[src/rtl/ysyx_24080006_clint_pkg.sv]
// ysyx_24080006_pkg: shared constants and types for the CLINT slave.
//   - CLINT register offsets (decoded from addr[15:0], word aligned)
//   - AXI response codes
//   - read/write FSM state enums
//   - clint_mapped(): offset decode, honours CLINT_CMP_EN (mtimecmp/msip present)
package ysyx_24080006_pkg;

  localparam logic [15:0] CLINT_MSIP     = 16'h0000;
  localparam logic [15:0] CLINT_CMP_LO   = 16'h4000;
  localparam logic [15:0] CLINT_CMP_HI   = 16'h4004;
  localparam logic [15:0] CLINT_MTIME_LO = 16'hBFF8;
  localparam logic [15:0] CLINT_MTIME_HI = 16'hBFFC;

  localparam logic [1:0] AXI_OKAY   = 2'b00;
  localparam logic [1:0] AXI_SLVERR = 2'b10;
  localparam logic [1:0] AXI_DECERR = 2'b11;

  typedef enum logic {
    R_IDLE,
    R_DATA
  } clint_rd_fsm_e;

  typedef enum logic [1:0] {
    W_IDLE,
    W_COMMIT,
    W_RESP
  } clint_wr_fsm_e;

  function automatic logic clint_mapped(input logic [15:0] off);
    logic hit;
    hit = (off == CLINT_MTIME_LO) || (off == CLINT_MTIME_HI);
`ifdef CLINT_CMP_EN
    hit = hit || (off == CLINT_MSIP) || (off == CLINT_CMP_LO) || (off == CLINT_CMP_HI);
`endif
    return hit;
  endfunction

endpackage

[src/rtl/ysyx_24080006_clint_if.sv]
// ysyx_24080006_axi: AXI4 channel bundle (subset used by the CLINT).
//   aw{valid,ready,addr,id,len,size}, w{valid,ready,data,strb,last},
//   b{valid,ready,resp,id}, ar{valid,ready,addr,id,len,size},
//   r{valid,ready,data,resp,last,id}
//   modport master: requester side, modport slave: responder side.
interface ysyx_24080006_axi #(
  parameter int unsigned ID_W = 4
);
  logic            awvalid, awready;
  logic [31:0]     awaddr;
  logic [ID_W-1:0] awid;
  logic [7:0]      awlen;
  logic [2:0]      awsize;
  logic            wvalid, wready, wlast;
  logic [31:0]     wdata;
  logic [3:0]      wstrb;
  logic            bvalid, bready;
  logic [1:0]      bresp;
  logic [ID_W-1:0] bid;
  logic            arvalid, arready;
  logic [31:0]     araddr;
  logic [ID_W-1:0] arid;
  logic [7:0]      arlen;
  logic [2:0]      arsize;
  logic            rvalid, rready, rlast;
  logic [31:0]     rdata;
  logic [1:0]      rresp;
  logic [ID_W-1:0] rid;

  modport master (
    output awvalid, awaddr, awid, awlen, awsize, input awready,
    output wvalid, wdata, wstrb, wlast, input wready,
    input bvalid, bresp, bid, output bready,
    output arvalid, araddr, arid, arlen, arsize, input arready,
    input rvalid, rdata, rresp, rlast, rid, output rready
  );

  modport slave (
    input awvalid, awaddr, awid, awlen, awsize, output awready,
    input wvalid, wdata, wstrb, wlast, output wready,
    output bvalid, bresp, bid, input bready,
    input arvalid, araddr, arid, arlen, arsize, output arready,
    output rvalid, rdata, rresp, rlast, rid, input rready
  );
endinterface

[src/rtl/ysyx_24080006_clint_timer.sv]
// ysyx_24080006_clint_timer: prescaler + free-running 64-bit mtime.
//   clock, reset : clock, synchronous active-high reset
//   wr_lo_i      : byte-masked write of mtime[31:0]
//   wr_hi_i      : byte-masked write of mtime[63:32]
//   wdata_i      : write data, wstrb_i: byte lanes
//   mtime_o      : current mtime
module ysyx_24080006_clint_timer #(
  parameter int unsigned TICK_DIV = 1
) (
  input  logic        clock,
  input  logic        reset,
  input  logic        wr_lo_i,
  input  logic        wr_hi_i,
  input  logic [31:0] wdata_i,
  input  logic [3:0]  wstrb_i,
  output logic [63:0] mtime_o
);

  localparam logic [15:0] PRESC_LAST = 16'(TICK_DIV - 1);

  logic [15:0] presc_q, presc_d;
  logic [63:0] mtime_q, mtime_d;
  logic        tick;

  assign tick    = (presc_q == PRESC_LAST);
  assign mtime_o = mtime_q;

  // A software write wins over the tick: written lanes take the new bytes and
  // the increment for that cycle is dropped.
  always_comb begin
    presc_d = tick ? 16'd0 : presc_q + 16'd1;
    mtime_d = mtime_q;
    if (wr_lo_i || wr_hi_i) begin
      for (int b = 0; b < 4; b++) begin
        if (wr_lo_i && wstrb_i[b]) mtime_d[8*b +: 8] = wdata_i[8*b +: 8];
        if (wr_hi_i && wstrb_i[b]) mtime_d[32+8*b +: 8] = wdata_i[8*b +: 8];
      end
    end else if (tick) begin
      mtime_d = mtime_q + 64'd1;
    end
  end

  always_ff @(posedge clock) begin
    if (reset) begin
      presc_q <= 16'd0;
      mtime_q <= 64'd0;
    end else begin
      presc_q <= presc_d;
      mtime_q <= mtime_d;
    end
  end

endmodule

[src/rtl/ysyx_24080006_clint.sv]
// ysyx_24080006_clint: AXI4 slave core-local interruptor.
//   clock, reset : clock, synchronous active-high reset
//   axi_clint    : AXI4 slave port (ysyx_24080006_axi.slave)
//   timer_irq    : registered mtime >= mtimecmp
//   soft_irq     : registered msip[0]
// Build option CLINT_CMP_EN: when defined, mtimecmp/msip and both irqs exist;
// otherwise only mtime is decoded and the irqs are tied low.
module ysyx_24080006_clint
  import ysyx_24080006_pkg::*;
#(
  parameter logic [31:0] BASE     = 32'h0200_0000,
  parameter int unsigned TICK_DIV = 1,
  parameter int unsigned ID_W     = 4
) (
  input  logic            clock,
  input  logic            reset,
  ysyx_24080006_axi.slave axi_clint,
  output logic            timer_irq,
  output logic            soft_irq
);

  clint_rd_fsm_e   rd_state_q, rd_state_d;
  logic [ID_W-1:0] rid_q, rid_d;
  logic [15:0]     roff_q, roff_d;
  logic [7:0]      rlen_q, rlen_d, rbeat_q, rbeat_d;
  logic [31:0]     rdata_q, rdata_d;
  logic [1:0]      rresp_q, rresp_d;

  clint_wr_fsm_e   wr_state_q, wr_state_d;
  logic            aw_got_q, aw_got_d, w_got_q, w_got_d;
  logic [ID_W-1:0] bid_q, bid_d;
  logic [15:0]     woff_q, woff_d;
  logic [7:0]      wlen_q, wlen_d;
  logic [31:0]     wdata_q, wdata_d;
  logic [3:0]      wstrb_q, wstrb_d;
  logic [1:0]      bresp_q, bresp_d;

  logic [63:0] mtime;
  logic        rd_idle, rd_last;
  logic [15:0] rd_off;
  logic [7:0]  rd_len;
  logic [31:0] rd_sample;
  logic [1:0]  rd_resp, wr_resp;
  logic        aw_hs, w_hs, commit, wr_ok;

  // Base address is decoded upstream; only the window offset matters here.
  logic unused_bits;
  assign unused_bits = ^{axi_clint.araddr[31:16], axi_clint.araddr[1:0],
                         axi_clint.awaddr[31:16], axi_clint.awaddr[1:0],
                         axi_clint.arsize, axi_clint.awsize, BASE};

`ifdef CLINT_CMP_EN
  logic [63:0] mtimecmp_q, mtimecmp_d;
  logic        msip_q, msip_d;
  logic        timer_irq_q, soft_irq_q;
`endif

  // In idle the mux looks at the incoming AR so the first beat is captured at
  // the handshake; later beats resample the latched offset.
  assign rd_idle = (rd_state_q == R_IDLE);
  assign rd_off  = rd_idle ? {axi_clint.araddr[15:2], 2'b00} : roff_q;
  assign rd_len  = rd_idle ? axi_clint.arlen : rlen_q;
  assign rd_last = !rd_idle && (rbeat_q == rlen_q);
  assign rd_resp = (rd_len != 8'd0) ? AXI_SLVERR :
                   clint_mapped(rd_off) ? AXI_OKAY : AXI_DECERR;

  always_comb begin
    rd_sample = 32'd0;
    case (rd_off)
      CLINT_MTIME_LO: rd_sample = mtime[31:0];
      CLINT_MTIME_HI: rd_sample = mtime[63:32];
`ifdef CLINT_CMP_EN
      CLINT_MSIP:     rd_sample = {31'd0, msip_q};
      CLINT_CMP_LO:   rd_sample = mtimecmp_q[31:0];
      CLINT_CMP_HI:   rd_sample = mtimecmp_q[63:32];
`endif
      default:        rd_sample = 32'd0;
    endcase
  end

  assign axi_clint.arready = rd_idle;
  assign axi_clint.rvalid  = !rd_idle;
  assign axi_clint.rdata   = rdata_q;
  assign axi_clint.rresp   = rresp_q;
  assign axi_clint.rid     = rid_q;
  assign axi_clint.rlast   = rd_last;

  always_comb begin
    rd_state_d = rd_state_q;
    rid_d      = rid_q;
    roff_d     = roff_q;
    rlen_d     = rlen_q;
    rbeat_d    = rbeat_q;
    rdata_d    = rdata_q;
    rresp_d    = rresp_q;
    case (rd_state_q)
      R_IDLE: if (axi_clint.arvalid) begin
        rd_state_d = R_DATA;
        rid_d      = axi_clint.arid;
        roff_d     = rd_off;
        rlen_d     = axi_clint.arlen;
        rbeat_d    = 8'd0;
        rdata_d    = rd_sample;
        rresp_d    = rd_resp;
      end
      R_DATA: if (axi_clint.rready) begin
        if (rd_last) begin
          rd_state_d = R_IDLE;
        end else begin
          rbeat_d = rbeat_q + 8'd1;
          rdata_d = rd_sample;
          rresp_d = rd_resp;
        end
      end
      default: rd_state_d = R_IDLE;
    endcase
  end

  assign axi_clint.awready = (wr_state_q == W_IDLE) && !aw_got_q;
  assign axi_clint.wready  = (wr_state_q == W_IDLE) && !w_got_q;
  assign axi_clint.bvalid  = (wr_state_q == W_RESP);
  assign axi_clint.bresp   = bresp_q;
  assign axi_clint.bid     = bid_q;

  assign aw_hs   = axi_clint.awvalid && axi_clint.awready;
  assign w_hs    = axi_clint.wvalid && axi_clint.wready;
  assign commit  = (wr_state_q == W_COMMIT);
  assign wr_resp = (wlen_q != 8'd0) ? AXI_SLVERR :
                   clint_mapped(woff_q) ? AXI_OKAY : AXI_DECERR;
  assign wr_ok   = commit && (wr_resp == AXI_OKAY);

  // W is considered complete on wlast, so bursts are drained beat by beat
  // without knowing awlen when W runs ahead of AW.
  always_comb begin
    wr_state_d = wr_state_q;
    aw_got_d   = aw_got_q;
    w_got_d    = w_got_q;
    bid_d      = bid_q;
    woff_d     = woff_q;
    wlen_d     = wlen_q;
    wdata_d    = wdata_q;
    wstrb_d    = wstrb_q;
    bresp_d    = bresp_q;
    case (wr_state_q)
      W_IDLE: begin
        if (aw_hs) begin
          aw_got_d = 1'b1;
          bid_d    = axi_clint.awid;
          woff_d   = {axi_clint.awaddr[15:2], 2'b00};
          wlen_d   = axi_clint.awlen;
        end
        if (w_hs) begin
          wdata_d = axi_clint.wdata;
          wstrb_d = axi_clint.wstrb;
          if (axi_clint.wlast) w_got_d = 1'b1;
        end
        if (aw_got_d && w_got_d) begin
          aw_got_d   = 1'b0;
          w_got_d    = 1'b0;
          wr_state_d = W_COMMIT;
        end
      end
      W_COMMIT: begin
        bresp_d    = wr_resp;
        wr_state_d = W_RESP;
      end
      W_RESP: if (axi_clint.bready) wr_state_d = W_IDLE;
      default: wr_state_d = W_IDLE;
    endcase
  end

  ysyx_24080006_clint_timer #(
    .TICK_DIV (TICK_DIV)
  ) u_timer (
    .clock   (clock),
    .reset   (reset),
    .wr_lo_i (wr_ok && (woff_q == CLINT_MTIME_LO)),
    .wr_hi_i (wr_ok && (woff_q == CLINT_MTIME_HI)),
    .wdata_i (wdata_q),
    .wstrb_i (wstrb_q),
    .mtime_o (mtime)
  );

`ifdef CLINT_CMP_EN
  always_comb begin
    mtimecmp_d = mtimecmp_q;
    msip_d     = msip_q;
    if (wr_ok && (woff_q == CLINT_MSIP) && wstrb_q[0]) msip_d = wdata_q[0];
    for (int b = 0; b < 4; b++) begin
      if (wr_ok && (woff_q == CLINT_CMP_LO) && wstrb_q[b])
        mtimecmp_d[8*b +: 8] = wdata_q[8*b +: 8];
      if (wr_ok && (woff_q == CLINT_CMP_HI) && wstrb_q[b])
        mtimecmp_d[32+8*b +: 8] = wdata_q[8*b +: 8];
    end
  end

  always_ff @(posedge clock) begin
    if (reset) begin
      mtimecmp_q  <= 64'hFFFF_FFFF_FFFF_FFFF;
      msip_q      <= 1'b0;
      timer_irq_q <= 1'b0;
      soft_irq_q  <= 1'b0;
    end else begin
      mtimecmp_q  <= mtimecmp_d;
      msip_q      <= msip_d;
      timer_irq_q <= (mtime >= mtimecmp_q);
      soft_irq_q  <= msip_q;
    end
  end

  assign timer_irq = timer_irq_q;
  assign soft_irq  = soft_irq_q;
`else
  assign timer_irq = 1'b0;
  assign soft_irq  = 1'b0;
`endif

  always_ff @(posedge clock) begin
    if (reset) begin
      rd_state_q <= R_IDLE;
      rid_q      <= '0;
      roff_q     <= 16'd0;
      rlen_q     <= 8'd0;
      rbeat_q    <= 8'd0;
      rdata_q    <= 32'd0;
      rresp_q    <= AXI_OKAY;
      wr_state_q <= W_IDLE;
      aw_got_q   <= 1'b0;
      w_got_q    <= 1'b0;
      bid_q      <= '0;
      woff_q     <= 16'd0;
      wlen_q     <= 8'd0;
      wdata_q    <= 32'd0;
      wstrb_q    <= 4'd0;
      bresp_q    <= AXI_OKAY;
    end else begin
      rd_state_q <= rd_state_d;
      rid_q      <= rid_d;
      roff_q     <= roff_d;
      rlen_q     <= rlen_d;
      rbeat_q    <= rbeat_d;
      rdata_q    <= rdata_d;
      rresp_q    <= rresp_d;
      wr_state_q <= wr_state_d;
      aw_got_q   <= aw_got_d;
      w_got_q    <= w_got_d;
      bid_q      <= bid_d;
      woff_q     <= woff_d;
      wlen_q     <= wlen_d;
      wdata_q    <= wdata_d;
      wstrb_q    <= wstrb_d;
      bresp_q    <= bresp_d;
    end
  end

endmodule

[src/flat_wrapper.sv]
// flat-port wrapper written by rule: the top's interface ports become plain ports
module ysyx_24080006_clint_flat import ysyx_24080006_pkg::*;
#(
  parameter logic [31:0] BASE     = 32'h0200_0000,
  parameter int unsigned TICK_DIV = 1,
  parameter int unsigned ID_W     = 4
)
  (clock, reset, timer_irq, soft_irq, axi_clint_awvalid, axi_clint_awaddr, axi_clint_awid, axi_clint_awlen, axi_clint_awsize, axi_clint_awready, axi_clint_wvalid, axi_clint_wdata, axi_clint_wstrb, axi_clint_wlast, axi_clint_wready, axi_clint_bvalid, axi_clint_bresp, axi_clint_bid, axi_clint_bready, axi_clint_arvalid, axi_clint_araddr, axi_clint_arid, axi_clint_arlen, axi_clint_arsize, axi_clint_arready, axi_clint_rvalid, axi_clint_rdata, axi_clint_rresp, axi_clint_rlast, axi_clint_rid, axi_clint_rready);
  ysyx_24080006_axi #(.ID_W(ID_W)) axi_clint_i ();
  input  logic clock;
  input  logic reset;
  output logic timer_irq;
  output logic soft_irq;
  input wire logic [$bits(axi_clint_i.awvalid)-1:0] axi_clint_awvalid;
  input wire logic [$bits(axi_clint_i.awaddr)-1:0] axi_clint_awaddr;
  input wire logic [$bits(axi_clint_i.awid)-1:0] axi_clint_awid;
  input wire logic [$bits(axi_clint_i.awlen)-1:0] axi_clint_awlen;
  input wire logic [$bits(axi_clint_i.awsize)-1:0] axi_clint_awsize;
  output wire logic [$bits(axi_clint_i.awready)-1:0] axi_clint_awready;
  input wire logic [$bits(axi_clint_i.wvalid)-1:0] axi_clint_wvalid;
  input wire logic [$bits(axi_clint_i.wdata)-1:0] axi_clint_wdata;
  input wire logic [$bits(axi_clint_i.wstrb)-1:0] axi_clint_wstrb;
  input wire logic [$bits(axi_clint_i.wlast)-1:0] axi_clint_wlast;
  output wire logic [$bits(axi_clint_i.wready)-1:0] axi_clint_wready;
  output wire logic [$bits(axi_clint_i.bvalid)-1:0] axi_clint_bvalid;
  output wire logic [$bits(axi_clint_i.bresp)-1:0] axi_clint_bresp;
  output wire logic [$bits(axi_clint_i.bid)-1:0] axi_clint_bid;
  input wire logic [$bits(axi_clint_i.bready)-1:0] axi_clint_bready;
  input wire logic [$bits(axi_clint_i.arvalid)-1:0] axi_clint_arvalid;
  input wire logic [$bits(axi_clint_i.araddr)-1:0] axi_clint_araddr;
  input wire logic [$bits(axi_clint_i.arid)-1:0] axi_clint_arid;
  input wire logic [$bits(axi_clint_i.arlen)-1:0] axi_clint_arlen;
  input wire logic [$bits(axi_clint_i.arsize)-1:0] axi_clint_arsize;
  output wire logic [$bits(axi_clint_i.arready)-1:0] axi_clint_arready;
  output wire logic [$bits(axi_clint_i.rvalid)-1:0] axi_clint_rvalid;
  output wire logic [$bits(axi_clint_i.rdata)-1:0] axi_clint_rdata;
  output wire logic [$bits(axi_clint_i.rresp)-1:0] axi_clint_rresp;
  output wire logic [$bits(axi_clint_i.rlast)-1:0] axi_clint_rlast;
  output wire logic [$bits(axi_clint_i.rid)-1:0] axi_clint_rid;
  input wire logic [$bits(axi_clint_i.rready)-1:0] axi_clint_rready;
  assign axi_clint_i.awvalid = axi_clint_awvalid;
  assign axi_clint_i.awaddr = axi_clint_awaddr;
  assign axi_clint_i.awid = axi_clint_awid;
  assign axi_clint_i.awlen = axi_clint_awlen;
  assign axi_clint_i.awsize = axi_clint_awsize;
  assign axi_clint_awready = axi_clint_i.awready;
  assign axi_clint_i.wvalid = axi_clint_wvalid;
  assign axi_clint_i.wdata = axi_clint_wdata;
  assign axi_clint_i.wstrb = axi_clint_wstrb;
  assign axi_clint_i.wlast = axi_clint_wlast;
  assign axi_clint_wready = axi_clint_i.wready;
  assign axi_clint_bvalid = axi_clint_i.bvalid;
  assign axi_clint_bresp = axi_clint_i.bresp;
  assign axi_clint_bid = axi_clint_i.bid;
  assign axi_clint_i.bready = axi_clint_bready;
  assign axi_clint_i.arvalid = axi_clint_arvalid;
  assign axi_clint_i.araddr = axi_clint_araddr;
  assign axi_clint_i.arid = axi_clint_arid;
  assign axi_clint_i.arlen = axi_clint_arlen;
  assign axi_clint_i.arsize = axi_clint_arsize;
  assign axi_clint_arready = axi_clint_i.arready;
  assign axi_clint_rvalid = axi_clint_i.rvalid;
  assign axi_clint_rdata = axi_clint_i.rdata;
  assign axi_clint_rresp = axi_clint_i.rresp;
  assign axi_clint_rlast = axi_clint_i.rlast;
  assign axi_clint_rid = axi_clint_i.rid;
  assign axi_clint_i.rready = axi_clint_rready;
  ysyx_24080006_clint #(.BASE(BASE), .TICK_DIV(TICK_DIV), .ID_W(ID_W)) u_core (.clock(clock), .reset(reset), .axi_clint(axi_clint_i), .timer_irq(timer_irq), .soft_irq(soft_irq));
endmodule
[config.mk]
export PLATFORM = sky130hd
export DESIGN_NAME = ysyx_24080006_clint_flat
export DESIGN_NICKNAME = d
export VERILOG_FILES = /design/src/rtl/ysyx_24080006_clint_pkg.sv /design/src/rtl/ysyx_24080006_clint_if.sv /design/src/rtl/ysyx_24080006_clint_timer.sv /design/src/rtl/ysyx_24080006_clint.sv /design/src/flat_wrapper.sv
export SDC_FILE = /design/constraint.sdc
export NUM_CORES = 1
export LEC_CHECK = 0
export CORE_ASPECT_RATIO = 1.5
export CORE_UTILIZATION = 40
export CTS_CLUSTER_DIAMETER = 50
export DETAILED_ROUTE_END_ITERATION = 8
export SYNTH_ARGS = -nofsm -noshare
export SYNTH_HDL_FRONTEND = slang
export SYNTH_SLANG_ARGS = --single-unit
[constraint.sdc]
create_clock -name clock -period 5.9 [get_ports clock]
set_input_delay 1.475 -clock clock [delete_from_list [all_inputs] [get_ports clock]]
set_output_delay 1.475 -clock clock [all_outputs]
set_load 0.05 [all_outputs]
==> metrics.md <==
| Metric | Value |
|---|---|
| Status | `finished, final reports clean` |
| Flop and latch count out of synthesis | `219` |
| Period utilization | `67.5%` |
| R2R cell count | `7` |
| Clock sinks | `219` |
| Clock power frac | `45.0%` |
| Final Hold Viols | `0` |
| First-pass GRT wire length | `52,400 um` |
| Area grow syn2layout | `22.7%` |
| Via density | `5.73` |
| Antenna-violating nets left | `0` |
| Adder and majority gate portion of the synthesized area | `0.472%` |
| Startpoint Class | `flop` |
| Die area | `27,200 sq um` |
| FFs w/ async S/R, synth | `0%` |
| Post-Synth XOR/XNOR Area | `2.39%` |
| Initial antenna violation count | `0` |
| Worst Hold Depth | `2` |
| Num CTS Buffers | `25` |
| Skew final | `22.0 ps` |
| Antenna Diode Count | `0` |
| Routed WL | `32,600 um` |
| Nets@finish | `1,609` |
| Compound-Gate Fraction of Synth Area | `19.5%` |
| Pin count of the biggest net entering global routing | `83` |
| Power share of the combinational group | `9.3%` |
| Internal power | `2.55 mW` |
| Placed insts | `1,773` |
| Net Sw Frac | `25.6%` |
| Flop pwr share | `45.7%` |
| Cell Area, Placed | `12,200 sq um` |
| Worst Hold Class | `flop to flop` |
| Vias in the first global route | `9,840` |
| Effective utilization at floorplan | `40.9%` |
| Multi-input logic area | `5790 sq um` |
| Post-cts sizing count | `0` |
| Critical path required time | `4430 ps` |
| Max Used Layer | `met4` |
| GR Util All Layers | `24.1%` |
| Cells after Synth | `1,372` |
| DRC violation count after routing | `0` |
| Metal2 WL | `16,100 um` |
| CTS Hold Bufs | `0` |
| P_leak | `4.39 nW` |
| Sequential element share of the synthesized area | `41.3%` |
| Met3 routed WL | `1810 um` |
| Die outline width | `135 um` |
| Switch Pwr | `877 uW` |
| Largest family of logic cells by synthesized area | `simple AND/OR/NAND/NOR gates` |
| Max Fclk | `251 MHz` |
| Final setup vio count | `0` |
| RSZ-0062 raised after global routing | `false` |
| DR pass1 iterations | `6` |
| 1st-iter DRT viols | `605` |
| Simple-gate portion of the synthesized area | `28.7%` |
| Power Total | `3.43 mW` |
| YS warnings | `0` |
| Max Slew Vio Count | `0` |
| Crit end category | `output pin` |
| Setup TNS | `0 ps` |
| Filler instances | `2,628` |
| I/O pin cnt | `190` |
| IR Drop Worst-Case VDD | `0.242 mV` |
| Layout cell share with drive strength beyond 1 | `5.19%` |
| Post-synth EDFFs | `0` |
| Wl on met1 | `13,200 um` |
| Mux share of post-synthesis cell area | `3.27%` |
| Top FF cell, synth | `dfxtp_1` |
| GP Congestion | `0.956` |
| Max-slew headroom | `18.9%` |
| Core ar. | `25,900 sq um` |
| Worst skew pair latency | `550 ps` |
| Reg area | `4380 sq um` |
| Htree depth | `1` |
| Post-Layout Inst Area | `13,000 sq um` |
| Vias | `10,400` |
| GRT overflow | `0` |
| Maximum fanout along the worst path | `12` |
| Max cap viols | `0` |
| Mapped Area | `10,600 sq um` |
| Max clock buf depth | `3` |
| Clock Tree Root | `clkbuf_16` |
| Crit path DAT | `2510 ps` |
| CTS tree | `yes` |
| Core Rows | `72` |
| Reg clk slew, reported paths | `60 ps` |
| PortBufs | `145` |
| Fin cells | `1,818` |
| Die height | `201 um` |
| Average size of a mapped cell | `7.73 sq um` |
| Critical path type | `flop to output pin` |
| Postcts setup bufs | `0` |
| Pwr/cell area | `263 nW/um^2` |
| Post-DP HPWL | `23,200 um` |
| Worst slew pin tran | `1220 ps` |
| Synth unique cells | `73` |
| Final period demand of the worst path | `3980 ps` |
| DR WL/cell | `17.9 um` |
-- power by group through the flow --
stage	Clock [mW]	Combinational, mW	Sequential, mW
2_1_floorplan	0	0.180	1.60
3_3_place_gp	0	0.319	1.60
3_5_place_dp	0	0.322	1.60
4_1_cts	1.58	0.322	1.57
5_1_grt	1.64	0.350	1.57
6_report	1.54	0.317	1.57
-- cell usage after synthesis (21+ instances only) --
library cell    n  area [sq um]
buf_2          21           105
xnor2_1        23           201
nand4_1        42           263
o21ai_0        55           275
and3_1         38           238
a21oi_1       195           976
nor3_1         29           145
or3_1          40           250
mux2i_1        31           310
nand3_1        44           220
clkbuf_1       60           225
nand2_1       287          1080
dfxtp_1       219          4380
nor4_1         26           163
nor2_1         62           233
-- cell type report --
cell class	instances	area share (%)
Multi-Input combinational cell	1047	44.5
Clock inverter	11	0.817
Timing Repair Buffer	158	11.9
Tap cell	333	3.20
Clock buffer	34	5.45
Inverter	16	0.461
Sequential cell	219	33.7
-- metal layers --
metal,track usage (%),vias to the layer above
li1,-,5129
met1,28.6,4849
met2,41.6,345
met3,3.60,86
met4,12.8,0
met5,0,-
-- path summary, 6_finish.rpt --
check	from	endpoint	slack, ps
max reg2reg	u_core.wr_state_q[0]	u_core.u_timer.mtime_o[15]	2380
min	u_core.axi_clint.rdata[27]	u_core.axi_clint.rdata[27]	450
min reg2reg	u_core.axi_clint.rdata[27]	u_core.axi_clint.rdata[27]	450
max	u_core.axi_clint.rvalid	axi_clint_rlast	1920
-- critical path, cell delays in order, from the launching register on --
cell and delay, ps:
dfxtp_1 660, inv_1 230, nor3_1 250, clkdlybuf4s50_1 830
-- cells in the final DEF (no fill, tap or decap), types with 5 or more instances in the layout --
cell type	count
xnor2_1	23
and2_1	11
inv_1	15
o21ai_0	55
nor3_1	29
and4_1	8
nor4_1	26
nand4_1	42
dfxtp_1	219
xor2_1	6
clkbuf_8	5
o32ai_1	5
a31oi_1	18
a21o_1	6
nand2_1	287
clkdlybuf4s50_1	144
or3_1	40
a22oi_1	7
inv_6	6
buf_4	13
nand4b_1	5
nor4b_1	6
nor2_1	62
a21oi_1	195
o21a_1	9
nand3_1	44
mux2i_1	31
a211oi_1	10
clkbuf_16	25
o22ai_1	7
and3_1	38
-- state kept, by name (all words and copies together) (netlist names), 8 cells and up --
register and count:
u_core.u_timer.mtime_o 64, u_core.axi_clint.rdata 32, u_core.wdata_q 32, u_core.roff_q 16
u_core.u_timer.presc_q 16, u_core.woff_q 14, u_core.rbeat_q 8, u_core.rlen_q 8
u_core.wlen_q 8
-- cell families (layout without fill, tap and decap cells) --
kind of cell	count (synthesis)	in the layout
AND/OR/NAND/NOR	623	623
AO/OA/AOI/OAI	355	355
flip-flops	219	219
buffers and inverters	107	219
multiplexers	34	34
XOR/XNOR	29	29
adder cells (fa/ha/maj)	4	4
other	1	2
-- per-stage QoR --
stage	utilization [%]	worst slack (ps)	hold WS, ps
after floorplan	-	2210	431
after CTS	50.2	1880	451
after global placement	47.0	2120	439
after detailed placement	47.0	2090	444
final	50.2	1920	450
after global routing	50.2	1760	472
Note: power is estimated with default switching activity, not from simulation.
